$ cat config.mk
export PLATFORM = sky130hd
export DESIGN_NAME = uart_tx_arbiter
export DESIGN_NICKNAME = d
export VERILOG_FILES = /design/src/rtl/uart_tx_arbiter.sv
export SDC_FILE = /design/constraint.sdc
export NUM_CORES = 1
export LEC_CHECK = 0
export CAP_MARGIN = 20
export CORE_MARGIN = 10
export CORE_UTILIZATION = 39
export DETAILED_ROUTE_END_ITERATION = 8
export GPL_TIMING_DRIVEN = 0
export PLACE_DENSITY = 0.6
export SYNTH_ARGS = -nofsm -noshare
export SYNTH_HDL_FRONTEND = slang
export SYNTH_SLANG_ARGS = --single-unit
$ cat constraint.sdc
create_clock -name clk -period 2.2 [get_ports clk]
set_input_delay 0.33 -clock clk [delete_from_list [all_inputs] [get_ports clk]]
set_output_delay 0.33 -clock clk [all_outputs]
set_load 0.005 [all_outputs]
$ cat src/rtl/uart_tx_arbiter.sv
// Round-robin arbiter sharing one UART byte transmitter between requesters.
// Multi-byte messages lock the transmitter; an idle timeout releases a stalled lock.
module uart_tx_arbiter #(
  parameter int NUM_REQ      = 2,
  parameter int ID_W         = 1,
  parameter int LOCK_TIMEOUT = 65535
) (
  input  logic                 clk,
  input  logic                 rst_n,
  input  logic [NUM_REQ-1:0]   req_valid,
  input  logic [8*NUM_REQ-1:0] req_data,
  input  logic [NUM_REQ-1:0]   req_last,
  output logic [NUM_REQ-1:0]   req_ready,
  output logic [7:0]           tx_data,
  output logic                 tx_we,
  input  logic                 tx_busy,
  output logic [ID_W-1:0]      grant_id,
  output logic                 locked
);

  typedef enum logic [1:0] {
    IDLE,
    ISSUE,
    WAIT_ACK,
    WAIT_DONE
  } state_e;

  localparam logic [15:0] TO_LAST = 16'(LOCK_TIMEOUT - 1);
  localparam logic [ID_W-1:0] RR_RST = ID_W'(NUM_REQ - 1);

  state_e          state_q, state_d;
  logic [7:0]      data_q, data_d;
  logic [ID_W-1:0] gid_q, gid_d;
  logic [ID_W-1:0] owner_q, owner_d;
  logic [ID_W-1:0] rr_q, rr_d;
  logic            locked_q, locked_d;
  logic [15:0]     cnt_q, cnt_d;

  logic [ID_W-1:0] win;
  logic            win_ok;
  logic [ID_W-1:0] scan_idx;
  logic            xfer;
  logic [7:0]      win_data;

  // While locked only the owner may win; otherwise scan from rr_q+1.
  always_comb begin
    win      = '0;
    win_ok   = 1'b0;
    scan_idx = '0;
    if (locked_q) begin
      win    = owner_q;
      win_ok = req_valid[owner_q];
    end else begin
      for (int k = 1; k <= NUM_REQ; k++) begin
        scan_idx = ID_W'((int'(rr_q) + k) % NUM_REQ);
        if (!win_ok && req_valid[scan_idx]) begin
          win_ok = 1'b1;
          win    = scan_idx;
        end
      end
    end
  end

  assign xfer     = (state_q == IDLE) && !tx_busy && win_ok;
  assign win_data = req_data[int'(win)*8 +: 8];

  always_comb begin
    req_ready = '0;
    if (xfer) begin
      req_ready[win] = 1'b1;
    end
  end

  always_comb begin
    state_d  = state_q;
    data_d   = data_q;
    gid_d    = gid_q;
    owner_d  = owner_q;
    rr_d     = rr_q;
    locked_d = locked_q;
    cnt_d    = cnt_q;
    unique case (state_q)
      IDLE: begin
        if (xfer) begin
          data_d  = win_data;
          gid_d   = win;
          rr_d    = win;
          cnt_d   = '0;
          state_d = ISSUE;
          if (req_last[win]) begin
            locked_d = 1'b0;
          end else begin
            locked_d = 1'b1;
            owner_d  = win;
          end
        end else if (locked_q && !req_valid[owner_q]
                     && LOCK_TIMEOUT != 0) begin
          if (cnt_q == TO_LAST) begin
            locked_d = 1'b0;
            cnt_d    = '0;
          end else begin
            cnt_d = cnt_q + 16'd1;
          end
        end
      end
      ISSUE: begin
        state_d = WAIT_ACK;
      end
      WAIT_ACK: begin
        if (tx_busy) begin
          state_d = WAIT_DONE;
        end
      end
      WAIT_DONE: begin
        if (!tx_busy) begin
          state_d = IDLE;
        end
      end
      default: begin
        state_d = IDLE;
      end
    endcase
  end

  always_ff @(posedge clk or negedge rst_n) begin
    if (!rst_n) begin
      state_q  <= IDLE;
      data_q   <= 8'h00;
      gid_q    <= '0;
      owner_q  <= '0;
      rr_q     <= RR_RST;
      locked_q <= 1'b0;
      cnt_q    <= '0;
    end else begin
      state_q  <= state_d;
      data_q   <= data_d;
      gid_q    <= gid_d;
      owner_q  <= owner_d;
      rr_q     <= rr_d;
      locked_q <= locked_d;
      cnt_q    <= cnt_d;
    end
  end

  assign tx_we    = (state_q == ISSUE);
  assign tx_data  = data_q;
  assign grant_id = gid_q;
  assign locked   = locked_q;

endmodule

==> qor.yml <==
rsz0062_at_grt: "false"
synth_seq_cells: 30
fin_cells: 279
cts.clk_slew.worst_paths_ns: 0.07
r2r_cells: 8
num_rows: 24
syn_nets: 205
setup-tns-final_ns: 0
grt_pass1_wl_um: 7580
synth_ff_type: "dfrtp_1"
synth_warnings: 0
grt_max_degree: 19
start_util: 0.401
first_iter_violations: 89
ys_async_sr_fraction: 1.00
maxCapViolations: 0
drive_above_1_share: 0.189
finalCriticalPeriod_ns: 2.07
place.gp.congestion: 0.816
slew_headroom: 0.530
synth.distinct_cells: 46
post-synth-top-area-cell: "dfrtp_1"
swShare: 0.374
worst_pin_slew_ns: 0.703
cts_root_buf: "clkbuf_8"
syn2layout_area_growth_pct: 36.7
synth_most_common_cell: "dfrtp_1"
final_nets: 256
end_kind: "output port"
hold_viol_final: 0
fin_crit_sh: 0.942
seq_area_frac_synth: 0.431
grt_overflow: 0
critPathKind: "reg2out"
yosys.area.top_type_share: 0.416
clkPwrFrac: 0.158
wl_um: 4460
netlist_area_um2: 1740
dpl.hpwl_um: 3270
post-place-cells: 263
arrival_ns: 1.74
comb_power_share: 0.494
die_w_um: 86.9
r2r-end: "cnt_q[10]$_DFFE_PN0P_"
num_vias: 1554
synth_common_cells: "dfrtp_1 (29), nand2_1 (17), o21ai_0 (13), inv_1 (11), nor2_1 (11)"
cts_tree: "yes"
fmax_ghz: 0.482
ff2ff_setup_slack_ns: 0.21
clk_latency_ns: 0.28
slew_viol_final: 0
syn_inst: 175
cts_buffers: 5
drtPass1Iterations: 5
cts_htree_levels: 2
powerDensity_nw_per_um2: 1120
syn_area_per_cell_um2: 9.97
setup_violations: 0
status: "finished clean"
synth-edff-count: 0
antenna_found_initial: 0
grt_usage: 0.124
crit_fanout: 6
p_int_uw: 1670
wl_per_cell_um: 16.0
cp-startpoint: "owner_q$_DFFE_PN0P_"
io_buffers: 35
ys_top_cells_by_area: "dfrtp_1 (42%), mux2i_1 (5.7%), ha_1 (5.0%)"
required_ns: 1.87
p_seq_frac: 0.347
reg2reg_from: "state_q[0]$_DFFE_PN0P_"
vdd_drop_max_mv: 0.613
drc: 0
grt_pass1_vias: 1557
vias_per_cell: 5.57
fin_skew_ns: 0.00929
clockBufferDepth: 2
hp-class: "in2async"
die_h_um: 86.9
clkSinkCount: 30
final_util: 0.548
core-area_um2: 4350
cp-start-kind: "flop"
leakage_uw: 0.00103
antenna_cells: 0
net-switching-power_uw: 995
ant_nets: 0
ios: 36
die_area_um2: 7550
==> logic make-up (layout without fill, tap and decap cells) <==
logic type,count (synthesis),in the layout,share of synthesized area
DFF,30,30,0.431
muxes,13,13,0.0768
buffers and inverters,17,69,0.0452
and+or+nand+nor,61,61,0.195
AOI/OAI and AO/OA,47,47,0.202
adders and majority gates,7,7,0.0502
==> per-stage QoR <==
| stage | setup WS [ns] | power [uW] | hold slack [ns] | area [um2] |
|---|---|---|---|---|
| floorplan | 0.413 | 1610 | 0.0344 | 1740 |
| global placement | -0.532 | 2020 | 0.460 | 2160 |
| detailed placement | -0.567 | 2070 | 0.476 | 2190 |
| CTS | -0.0646 | 2590 | 0.486 | 2340 |
| global route | 0.0726 | 2880 | 0.507 | 2380 |
| finish | 0.127 | 2660 | 0.470 | 2380 |
==> power by group through the flow <==
stage	logic (uW)	registers (uW)	clock network [uW]
detailed placement	1150	917	0
floorplan	722	890	0
CTS	1230	925	437
global placement	1120	905	0
finish	1320	925	421
global route	1470	957	456
==> worst max-delay path by stage <==
stage,endpoint,slack (ns),cells after the start
final,req_ready[0],0.13,4
after global routing,req_ready[0],0.07,4
after CTS,req_ready[1],-0.06,6
after detailed placement,req_ready[1],-0.57,6
after global placement,req_ready[1],-0.53,6
after floorplan,cnt_q[12]$_DFFE_PN0P_,0.41,6
==> flip-flops by register name, summed over array words and instances (netlist names) <==
| signal | cells |
|---|---|
| owner_q | 1 |
| locked | 1 |
| grant_id | 1 |
| rr_q | 1 |
| state_q | 2 |
| cnt_q | 16 |
| tx_data | 8 |
==> routing by layer <==
layer  GRT usage  vias to the layer above  wire, um
li1            -                      753         -
met1       0.148                      749      1940
met2       0.191                       46      2080
met3      0.0609                        6       386
met4      0.0339                        0        52
met5           0                        -         0
==> repair_timing <==
item	4_1_cts	5_1_grt
setup buffers	3	6
endpoints found under the setup margin	2	1
pin swaps	2	1
hold buffers	0	0
resized for setup	16	4
==> area by class of cell <==
cell class	instances	area, um2
inverters	11	41.3
plain buffers	5	36.3
well taps	52	65.1
multi-input cells	128	957
fillers	390	1970
clock inverters	2	10.0
clock buffers	6	72.6
flip-flops and latches	30	754
repair buffers	45	448
==> cells in the final DEF, fill, tap and decap left out, drive strengths merged, types with 2 or more instances in the layout <==
cell type,count
or3,2
dfrtp,29
ha,7
dlygate4sd2,2
a21oi,9
or4,5
a31oi,4
o31ai,5
nand3,4
nor3,4
and2,3
buf,15
and3,2
clkbuf,6
nor2,11
clkdlybuf4s50,31
mux2,3
nand2,18
o2bb2ai,3
mux2i,10
dlymetal6s2s,2
inv,11
clkinv,2
o21ai,13
nand4,3
a221o,2
and4,5
==> worst max-delay path, stage by stage, from the launching register on <==
cell and delay (ns):
dfrtp_2 0.45, or3b_4 0.43, o2111a_2 0.15, and2_1 0.16
dlygate4sd2_1 0.27
Note: power is estimated with default switching activity, not from simulation.
